===== config.mk =====
export PLATFORM = sky130hd
export DESIGN_NAME = pr_avmm_freeze_bridge
export DESIGN_NICKNAME = d
export VERILOG_FILES = /design/src/rtl/pr_bridge_pkg.sv /design/src/rtl/pr_avmm_rsp_tracker.sv /design/src/rtl/pr_avmm_freeze_bridge.sv
export SDC_FILE = /design/constraint.sdc
export NUM_CORES = 1
export LEC_CHECK = 0
export CAP_MARGIN = 20
export CORE_MARGIN = 2
export CORE_UTILIZATION = 48
export CTS_BUF_LIST = sky130_fd_sc_hd__clkbuf_8
export CTS_CLUSTER_SIZE = 40
export DETAILED_ROUTE_END_ITERATION = 10
export PLACE_DENSITY = 0.9
export SYNTH_ARGS = -nofsm -noshare
export SYNTH_HDL_FRONTEND = slang
export SYNTH_SLANG_ARGS = --single-unit
export TNS_END_PERCENT = 1

===== constraint.sdc =====
create_clock -name clk -period 7 [get_ports clk]
set_input_delay 1.4 -clock clk [delete_from_list [all_inputs] [get_ports clk]]
set_output_delay 1.4 -clock clk [all_outputs]
set_load 0.01 [all_outputs]

===== src/rtl/pr_bridge_pkg.sv =====
// Shared request-FSM type and default interface constants for the
// partial-reconfiguration AVMM freeze bridge.
package pr_bridge_pkg;

  typedef enum logic {
    IDLE  = 1'b0,
    ISSUE = 1'b1
  } req_state_t;

  localparam int          DEF_ADDR_W       = 20;
  localparam int          DEF_DATA_W       = 32;
  localparam logic [31:0] DEF_TIMEOUT_DATA = 32'hDEADBEEF;

endpackage


===== src/rtl/pr_avmm_rsp_tracker.sv =====
// Read-response tracker: outstanding-read count, response timeout with
// synthesized error data, and discard of responses that arrive after their timeout.
module pr_avmm_rsp_tracker #(
  parameter int                DATA_W          = 32,
  parameter int                MAX_OUTSTANDING = 4,
  parameter int                TIMEOUT_CYCLES  = 1024,
  parameter logic [DATA_W-1:0] TIMEOUT_DATA    = '1,
  parameter int                CNT_W           = $clog2(MAX_OUTSTANDING + 1)
) (
  input  logic              clk,
  input  logic              rst,
  input  logic              rd_issue,
  input  logic              rsp_valid,
  input  logic [DATA_W-1:0] rsp_data,
  input  logic              err_clear,
  output logic [CNT_W-1:0]  rd_cnt,
  output logic              s_readdatavalid,
  output logic [DATA_W-1:0] s_readdata,
  output logic              err_timeout
);

  localparam int TMR_W = $clog2(TIMEOUT_CYCLES);

  logic [TMR_W-1:0] timer;
  logic [CNT_W-1:0] drop_cnt;
  logic             fwd;
  logic             discard;
  logic             expire;
  logic             dec;

  // A real response always wins over an expiry in the same cycle.
  always_comb begin
    discard = rsp_valid && (drop_cnt != '0);
    fwd     = rsp_valid && (drop_cnt == '0);
    expire  = !fwd && (rd_cnt != '0) && (timer == TMR_W'(TIMEOUT_CYCLES - 1));
    dec     = (fwd && (rd_cnt != '0)) || expire;
  end

  always_ff @(posedge clk or negedge rst) begin
    if (!rst) begin
      rd_cnt <= '0;
    end else if (rd_issue && !dec) begin
      rd_cnt <= rd_cnt + CNT_W'(1);
    end else if (!rd_issue && dec) begin
      rd_cnt <= rd_cnt - CNT_W'(1);
    end
  end

  always_ff @(posedge clk or negedge rst) begin
    if (!rst) begin
      timer <= '0;
    end else if ((rd_cnt == '0) || fwd || expire) begin
      timer <= '0;
    end else begin
      timer <= timer + TMR_W'(1);
    end
  end

  // Saturates so a dead NoC slave cannot wrap the late-response count.
  always_ff @(posedge clk or negedge rst) begin
    if (!rst) begin
      drop_cnt <= '0;
    end else if (expire && !discard && (drop_cnt != '1)) begin
      drop_cnt <= drop_cnt + CNT_W'(1);
    end else if (discard && !expire) begin
      drop_cnt <= drop_cnt - CNT_W'(1);
    end
  end

  always_ff @(posedge clk or negedge rst) begin
    if (!rst) begin
      s_readdatavalid <= 1'b0;
      s_readdata      <= '0;
    end else begin
      s_readdatavalid <= fwd || expire;
      if (fwd) begin
        s_readdata <= rsp_data;
      end else if (expire) begin
        s_readdata <= TIMEOUT_DATA;
      end
    end
  end

  always_ff @(posedge clk or negedge rst) begin
    if (!rst) begin
      err_timeout <= 1'b0;
    end else if (expire) begin
      err_timeout <= 1'b1;
    end else if (err_clear) begin
      err_timeout <= 1'b0;
    end
  end

endmodule


===== src/rtl/pr_avmm_freeze_bridge.sv =====
// AVMM bridge between a PR user region and the static NoC; single-request
// forwarding with read-depth limiting, freeze quiescing and read timeout.
module pr_avmm_freeze_bridge
  import pr_bridge_pkg::*;
#(
  parameter int                ADDR_W          = DEF_ADDR_W,
  parameter int                DATA_W          = DEF_DATA_W,
  parameter int                MAX_OUTSTANDING = 4,
  parameter int                TIMEOUT_CYCLES  = 1024,
  parameter logic [DATA_W-1:0] TIMEOUT_DATA    = DATA_W'(DEF_TIMEOUT_DATA)
) (
  input  logic              clk,
  input  logic              rst,
  input  logic [ADDR_W-1:0] s_address,
  input  logic [DATA_W-1:0] s_writedata,
  input  logic              s_write,
  input  logic              s_read,
  output logic              s_waitrequest,
  output logic [DATA_W-1:0] s_readdata,
  output logic              s_readdatavalid,
  output logic [ADDR_W-1:0] m_address,
  output logic [DATA_W-1:0] m_writedata,
  output logic              m_write,
  output logic              m_read,
  input  logic              m_waitrequest,
  input  logic [DATA_W-1:0] m_readdata,
  input  logic              m_readdatavalid,
  input  logic              freeze,
  output logic              freeze_ack,
  input  logic              err_clear,
  output logic              err_timeout
);

  localparam int CNT_W = $clog2(MAX_OUTSTANDING + 1);

  req_state_t       state;
  req_state_t       state_next;
  logic [CNT_W-1:0] rd_cnt;
  logic             accept;
  logic             issue_done;
  logic             rd_issue;
  logic             ack_next;

  always_comb begin
    s_waitrequest = 1'b1;
    if ((state == IDLE) && !freeze &&
        (!s_read || (rd_cnt < CNT_W'(MAX_OUTSTANDING)))) begin
      s_waitrequest = 1'b0;
    end
    accept     = (state == IDLE) && (s_write || s_read) && !s_waitrequest;
    issue_done = (state == ISSUE) && !m_waitrequest;
    rd_issue   = issue_done && m_read;
    ack_next   = freeze && (state == IDLE) && (rd_cnt == '0);
    state_next = state;
    case (state)
      IDLE:    if (accept) state_next = ISSUE;
      ISSUE:   if (!m_waitrequest) state_next = IDLE;
      default: state_next = IDLE;
    endcase
  end

  always_ff @(posedge clk or negedge rst) begin
    if (!rst) begin
      state <= IDLE;
    end else begin
      state <= state_next;
    end
  end

  // The m_* registers double as the captured request; a simultaneous
  // write+read is forwarded as a write only.
  always_ff @(posedge clk or negedge rst) begin
    if (!rst) begin
      m_address   <= '0;
      m_writedata <= '0;
      m_write     <= 1'b0;
      m_read      <= 1'b0;
    end else if (accept) begin
      m_address   <= s_address;
      m_writedata <= s_writedata;
      m_write     <= s_write;
      m_read      <= s_read && !s_write;
    end else if (issue_done) begin
      m_write <= 1'b0;
      m_read  <= 1'b0;
    end
  end

  always_ff @(posedge clk or negedge rst) begin
    if (!rst) begin
      freeze_ack <= 1'b0;
    end else begin
      freeze_ack <= ack_next;
    end
  end

  pr_avmm_rsp_tracker #(
    .DATA_W         (DATA_W),
    .MAX_OUTSTANDING(MAX_OUTSTANDING),
    .TIMEOUT_CYCLES (TIMEOUT_CYCLES),
    .TIMEOUT_DATA   (TIMEOUT_DATA),
    .CNT_W          (CNT_W)
  ) u_rsp_tracker (
    .clk            (clk),
    .rst            (rst),
    .rd_issue       (rd_issue),
    .rsp_valid      (m_readdatavalid),
    .rsp_data       (m_readdata),
    .err_clear      (err_clear),
    .rd_cnt         (rd_cnt),
    .s_readdatavalid(s_readdatavalid),
    .s_readdata     (s_readdata),
    .err_timeout    (err_timeout)
  );

endmodule


# Word-level counts from Yosys, hierarchy flattened
# Index checks and enable logic that the tools add are counted.
[word_totals]
word_cells = 80
output_inout_bits = 90
ff_bits = 106
input_bits = 92
[op_classes]
bitwise = 1
reduce_logical = 43
eq_ne = 2
n_lt_le_gt_ge = 1
mux = 16
addsub = 5
[ops]
columns = ["operator", "n"]
rows = [
  ["$mux 32", 2],
  ["$logic_and 1x1->1", 19],
  ["$mux 3", 4],
  ["$add 10x1->10 const B", 1],
  ["$eq 10x10->1 const B", 1],
  ["$mux 10", 1],
  ["$reduce_bool 2->1", 5],
  ["$logic_not 1->1", 9],
  ["$mux 1", 8],
  ["$add 3x1->3 const B", 2],
  ["$logic_not 3->1", 2],
  ["$logic_or 1x1->1", 6],
  ["$reduce_bool 3->1", 2],
  ["$sub 3x1->3 const B", 2],
  ["$lt 3x3->1 const B", 1],
  ["$ne 3x3->1 const B", 1],
  ["$pmux 1 s2", 1],
  ["$not 1->1", 1],
]

# Logic depth before layout (Yosys ltp)
# Gate-level depths: netlist of the first run.
[depth]
depth_word = 9
depth_mapped = 11
depth_no_buf = 10

# By module
# A second synthesis of the first run with hierarchy kept.
[hier_totals]
cells_unflattened = 305
hier_area_um2 = 4299.1
[modules_own_cells]
columns = ["module", "cells_each", "seq_area_each_um2", "area_each_um2", "instances"]
rows = [
  ["pr_avmm_rsp_tracker", 176, 1251.2, 2183.3, 1],
  ["pr_avmm_freeze_bridge", 129, 1401.3, 2115.8, 1],
]

# Least setup slack after synthesis of the first run
# No wires, ideal clock.
[synth_path]
path_type = "in2out"
from = "input port s_read"
to = "output port s_waitrequest"
stages = 2
arrival_time_ns = 1.803
n_path_buf = 0
path_slack_ns = 3.797
required_time_ns = 5.600
path_cell_list = "a211oi_2 -> inv_2"
[synth_via]
elab_chain_cells = 4
[synth_rtl]
columns = ["element", "line", "text"]
rows = [
  ["from (decl)", "pr_avmm_freeze_bridge.sv:17", "input logic s_read,"],
  ["$logic_not 1->1", "pr_avmm_freeze_bridge.sv:47", "(!s_read || (rd_cnt < CNT_W'(MAX_OUTSTANDING)))) begin"],
  ["$logic_or 1x1->1", "pr_avmm_freeze_bridge.sv:47", ""],
  ["$logic_and 1x1->1", "pr_avmm_freeze_bridge.sv:46", "if ((state == IDLE) && !freeze &&"],
  ["$mux 1", "pr_avmm_freeze_bridge.sv:46", ""],
  ["to (decl)", "pr_avmm_freeze_bridge.sv:18", "output logic s_waitrequest,"],
]
# Every way passes these cells.

# Worst setup path in the final report of the first run
# Same ends and word-level chain as after synthesis.

==> flow_summary.yaml, run 1 <==
setup_path:
  r2r-start: "u_rsp_tracker.drop_cnt[0]$_DFFE_PN0P_"
  worst_setup_path_start_kind: "input pin"
  endpoint_kind: "output pin"
  crit_top_cell: "clkdlybuf4s50_1"
  arrival_ns: 2.82
  slowest_delay_ns: 0.49
  reg2reg_to: "u_rsp_tracker.drop_cnt[0]$_DFFE_PN0P_"
  ff2ff_path_depth: 5
  worstSetupPathType: "in -> out"
  r2r_setup_slack_ns: 4.31
  critPathMaxFanout: 4
  crit_required_ns: 5.60
  path_cells: "clkdlybuf4s50_1 -> a211oi_2 -> inv_2 -> clkdlybuf4s50_1"
  cp_slowest_cell: "clkdlybuf4s50_1"
clock_tree:
  cts_tree: "yes"
  clk_latency_ns: 0.35
  htree_levels: 3
  ctsResizeCount: 0
  clockBufferDepth: 2
  clkTransAtPathRegs_ns: 0.09
  cts_buffers: 9
  cts_hold_buf: 0
  clockRootBuffer: "clkbuf_8"
  clkSinkCount: 106
  cts_setup_buffers: 0
timing:
  clock.fmax_ghz: 0.237
  worstMarginPinSlew_ns: 0.875
  rsz0062_at_grt: "false"
  maxSlewHeadroom_pct: 41.6
  finalCritPeriodShare_pct: 60.3
  tns_ns: 0
  fin_skew_ns: 0.0170
  finalHoldViolations: 0
  period_minus_slack_ns: 4.22
  setup_viol_count_final: 0
  slew_violations: 0
power_and_ir_drop:
  power_density_nw_per_um2: 390
  leakage_nw: 2.76
  peakVddDrop_mv: 0.245
floorplanning:
  die_w_um: 99.5
  start_util_pct: 49.9
  fp.dieH_um: 99.5
  die_area_um2: 9900
  fp.coreArea_um2: 8760
  ios: 182
  row_count: 34
synth:
  ys_seq_area_share_pct: 60.6
  synth_edf_count: 0
  synth_compound_area_share_pct: 4.55
  synth-adder-area-share_pct: 1.49
  synth_mux_area_share_pct: 13.9
  synth_nets: 467
  yosys.cell_types.count: 44
  synth_xor_area_share_pct: 2.20
  synth-simple-area-share_pct: 14.1
  synth_area_um2: 4380
  syn_avg_cell_area_um2: 11.8
  synthArstFlopShare_pct: 100
  ys.flop_type: "dfrtp_1"
  syn_inst: 371
  synth.area.top_cells: "dfrtp_1 (61%), mux2_2 (8.2%), mux2_1 (5.7%)"
  post-synth-top-area-fraction_pct: 60.6
  ys_warn_count: 0
  synth_top_family_by_area: "simple AND/OR/NAND/NOR gates"
  synth.largest_area_cell: "dfrtp_1"
  synth-seq-cells: 106
hold_path:
  min_from: "u_rsp_tracker.timer[0]$_DFF_PN0_"
  min_path_cells: 1
  hp-class: "reg -> reg"
  min_to: "u_rsp_tracker.timer[0]$_DFF_PN0_"
detailed_routing:
  drc: 0
  vias: 3406
  drt_iter0_drc: 140
  ant_nets: 0
  wl_um: 10600
  drt_first_pass_iters: 4
  via_per_inst: 5.16
  wl_per_cell_um: 16.0
finish:
  final_cells: 660
  antenna_cells: 0
  drive_above_1_share_pct: 10.9
  fin_area_um2: 6430
  fillCellCount: 615
  syn_to_final_growth_pct: 46.9
  final_cell_mix: "clkdlybuf4s50_1 (180), dfrtp_1 (106), nand2_1 (51)"
  nets: 643
  layout_commonest_cell: "clkdlybuf4s50_1"
place:
  port_buffers: 181
  gp_congestion: 0.850
  placedCellCount: 644
  hpwl_um: 7790
  place_area_um2: 6240
global_route:
  first_global_vias: 3576
  grt_max_degree: 70
  gr-total-overflow: 0
  track_usage_pct: 21.8
  antenna_found_initial: 0
  grt_pass1_wl_um: 17100
status:
  status: "finished clean"
job:
  maxCapViolations: 0
cell usage after synthesis, types with 2 or more instances:
cell and instances:
fa_1 2, dfrtp_1 106, buf_2 3, mux2_1 22, a211oi_1 2, nand3_1 29, mux2_2 32, nand4_1 2
buf_4 5, o21ai_0 3, and3_1 2, a21oi_1 13, nand2_1 51, inv_1 8, a32o_1 2, nor2_1 42
ha_1 2, xnor2_1 5, xor2_1 6, clkbuf_1 9, nand3_2 2
worst max path at each step:
stage / start / end
floorplan: s_read / s_waitrequest
CTS: s_read / s_waitrequest
global placement: s_read / s_waitrequest
finish: s_read / s_waitrequest
global route: s_read / s_waitrequest
detailed placement: s_read / s_waitrequest
critical path: cells and delay by family:
family | cells | cell delay, ns
AOI/OAI and AO/OA | 1 | 0.37
buffers and inverters | 3 | 1.05
routing by layer:
| layer | up-vias | part of all wire, % | wire (um) | track usage (%) |
|---|---|---|---|---|
| met1 | 1638 | 39 | 4100 | 26.6 |
| li1 | 1605 | - | - | - |
| met3 | 16 | 9.3 | 982 | 7.31 |
| met2 | 147 | 50 | 5290 | 36.3 |
| met5 | - | 0 | 0 | 0 |
| met4 | 0 | 1.8 | 195 | 7.48 |
where the power goes:
part	internal [mW]	switching [mW]	total, mW
combinational	0.658	0.461	1.12
clock	0.143	0.211	0.354
sequential	0.873	0.160	1.03
logic make-up (layout without fill, tap and decap cells):
logic type / count (synthesis) / count (layout)
AOI/OAI and AO/OA: 30 / 30
xor gates and xnor gates: 11 / 11
adders and majority gates: 4 / 4
buffers and inverters: 28 / 209
DFF: 106 / 106
muxes: 54 / 54
and+or+nand+nor: 138 / 138
final cells by class:
class | count | area, um^2 | share of cell area (%)
clock buffer | 10 | 138 | 2.14
clock inverter | 6 | 50.0 | 0.779
inverter | 9 | 33.8 | 0.526
multi-input combinational | 237 | 1590 | 24.7
sequential | 106 | 2650 | 41.3
tap | 108 | 135 | 2.10
timing repair buffer | 184 | 1830 | 28.5
sequential cells by signal (all words and copies together) (netlist names), 3 cells and up:
name                      cells
u_rsp_tracker.rd_cnt          3
m_writedata                  32
u_rsp_tracker.s_readdata     32
u_rsp_tracker.timer          10
u_rsp_tracker.drop_cnt        3
m_address                    20
per-stage QoR:
| step | total power [mW] | worst slack, ns | hold WS [ns] | util, % |
|---|---|---|---|---|
| final | 2.51 | 2.78 | 0.470 | 73.3 |
| after global routing | 2.68 | 2.72 | 0.500 | 73.3 |
| after CTS | 2.54 | 2.78 | 0.476 | 73.3 |
| after detailed placement | 2.18 | 2.79 | 0.462 | 71.2 |
| after global placement | 2.12 | 2.81 | 0.446 | 71.2 |
| after floorplan | 1.53 | 3.80 | 0.433 | - |
No activity file was read; power rests on OpenSTA's default activity.
==> run 2, diff against run 1 <==
--- a/config.mk
+++ b/config.mk
@@ -7,11 +7,11 @@
 export LEC_CHECK = 0
 export CAP_MARGIN = 20
 export CORE_MARGIN = 2
-export CORE_UTILIZATION = 48
+export CORE_UTILIZATION = 40
 export CTS_BUF_LIST = sky130_fd_sc_hd__clkbuf_8
 export CTS_CLUSTER_SIZE = 40
 export DETAILED_ROUTE_END_ITERATION = 10
-export PLACE_DENSITY = 0.9
+export PLACE_DENSITY = 0.81
 export SYNTH_ARGS = -nofsm -noshare
 export SYNTH_HDL_FRONTEND = slang
 export SYNTH_SLANG_ARGS = --single-unit
==> constraint.sdc (replaced) <==
create_clock -name clk -period 3.5 [get_ports clk]
set_input_delay 0.7 -clock clk [delete_from_list [all_inputs] [get_ports clk]]
set_output_delay 0.7 -clock clk [all_outputs]
set_load 0.01 [all_outputs]
==> run 2 against run 1 <==
  * Clock-buffer cell count unchanged
  * Sequential power increased by 100%
  * Total power increased by 110%
  * Register-to-register slack got worse by 3.3 ns
  * Sequential share of layout area decreased by 0.90 points
  * Critical path depth unchanged
  * Critical path type unchanged
  * Clock power increased to 2.6 times the previous value
  * Final area increased by 2.2%
  * Critical endpoint unchanged
  * Die area increased by 19%
==> flow_summary.yaml, run 2 (same netlist as run 1, synthesis figures left out) <==
global_route:
  track_usage_pct: 18.1
  first_global_vias: 3343
  gr-total-overflow: 0
  grt_pass1_wl_um: 16600
  grt_max_degree: 59
  antenna_found_initial: 0
clock_tree:
  htree_levels: 3
  clockBufferDepth: 2
  clkSinkCount: 106
  cts_buffers: 9
  ctsResizeCount: 0
  cts_hold_buf: 0
  clk_latency_ns: 0.37
  cts_tree: "yes"
  clkTransAtPathRegs_ns: 0.09
  clockRootBuffer: "clkbuf_8"
  cts_setup_buffers: 0
timing:
  period_minus_slack_ns: 2.82
  finalHoldViolations: 0
  finalCritPeriodShare_pct: 80.7
  slew_violations: 0
  rsz0062_at_grt: "false"
  tns_ns: 0
  worstMarginPinSlew_ns: 0.642
  clock.fmax_ghz: 0.354
  maxSlewHeadroom_pct: 57.2
  fin_skew_ns: 0.00829
  setup_viol_count_final: 0
floorplanning:
  start_util_pct: 40.7
  die_w_um: 109
  row_count: 38
  die_area_um2: 11800
  fp.coreArea_um2: 10700
  fp.dieH_um: 109
  ios: 182
setup_path:
  cp-startpoint: "s_read"
  worstSetupEndpoint: "s_waitrequest"
  critPathMaxFanout: 4
  arrival_ns: 2.12
  r2r-start: "u_rsp_tracker.timer[0]$_DFF_PN0_"
  reg2reg_to: "u_rsp_tracker.drop_cnt[2]$_DFFE_PN0P_"
  crit_required_ns: 2.80
  worst_setup_path_start_kind: "input pin"
  r2r_setup_slack_ns: 1.04
  worstSetupPathType: "in -> out"
  endpoint_kind: "output pin"
  ff2ff_path_depth: 8
finish:
  layout_commonest_cell: "clkdlybuf4s50_1"
  nets: 645
  top_regs: "m_writedata (32), u_rsp_tracker.s_readdata (32), m_address (20)"
  fillCellCount: 872
  antenna_cells: 0
  fin_area_um2: 6570
  drive_above_1_share_pct: 11.2
  final_cell_mix: "clkdlybuf4s50_1 (180), dfrtp_1 (106), nand2_1 (51)"
  final_cells: 694
  syn_to_final_growth_pct: 50.2
detailed_routing:
  via_per_inst: 4.93
  wl_per_cell_um: 15.6
  ant_nets: 0
  drc: 0
  drt_first_pass_iters: 5
  wl_um: 10800
  drt_iter0_drc: 224
  vias: 3423
power_and_ir_drop:
  leakage_nw: 2.80
  power_density_nw_per_um2: 796
  peakVddDrop_mv: 0.392
place:
  gp_congestion: 0.774
  place_area_um2: 6320
  hpwl_um: 8270
  port_buffers: 181
  placedCellCount: 678
status:
  status: "finished clean"
hold_path:
  hp-class: "in -> async"
job:
  maxCapViolations: 0
==> run 2: routing by layer <==
layer	track usage, %	up-vias	wire [um]	part of all wire [%]
li1	-	1605	-	-
met1	20.8	1646	4140	38
met2	31.6	151	5470	51
met3	6.15	21	1010	9.3
met4	6.23	0	195	1.8
met5	0	-	0	0
==> run 2: power by group <==
part	total, mW	internal [mW]	switching [mW]
clock network	0.904	0.496	0.409
logic	2.25	1.33	0.917
registers	2.08	1.75	0.333
total	5.23	3.57	1.66
==> run 2: worst min-delay path by stage <==
stage / slack [ns] / cells past startpoint / to
after floorplan: 0.40 / 0 / freeze_ack$_DFF_PN0_
after global placement: 0.45 / 1 / u_rsp_tracker.timer[0]$_DFF_PN0_
after detailed placement: 0.46 / 1 / u_rsp_tracker.timer[0]$_DFF_PN0_
after CTS: 0.36 / 1 / m_write$_DFFE_PN0P_
after global routing: 0.38 / 1 / m_writedata[8]$_DFFE_PN0P_
final: 0.34 / 1 / m_writedata[8]$_DFFE_PN0P_
==> run 2: area by class of cell <==
| cell class | instances | area, um^2 | area share [%] |
|---|---|---|---|
| well taps | 140 | 175 | 2.67 |
| clock inverters | 6 | 114 | 1.73 |
| multi-input cells | 237 | 1590 | 24.1 |
| repair buffers | 186 | 1870 | 28.5 |
| flip-flops and latches | 106 | 2650 | 40.4 |
| inverters | 9 | 33.8 | 0.514 |
| clock buffers | 10 | 138 | 2.09 |
==> run 2: worst max-delay path, stage by stage <==
cell	delay (ns)
clkdlybuf4s50_1	0.46
a211oi_2	0.38
inv_2	0.09
clkdlybuf4s50_1	0.49
==> run 2: per-stage QoR <==
stage / utilization, % / hold slack [ns] / power [mW] / setup WS (ns)
after detailed placement: 58.8 / 0.461 / 4.38 / 0.618
final: 61.2 / 0.339 / 5.23 / 0.677
after global routing: 61.2 / 0.383 / 5.56 / 0.588
after CTS: 61.2 / 0.363 / 5.30 / 0.673
after global placement: 58.8 / 0.448 / 4.27 / 0.699
after floorplan: - / 0.404 / 3.06 / 1.08
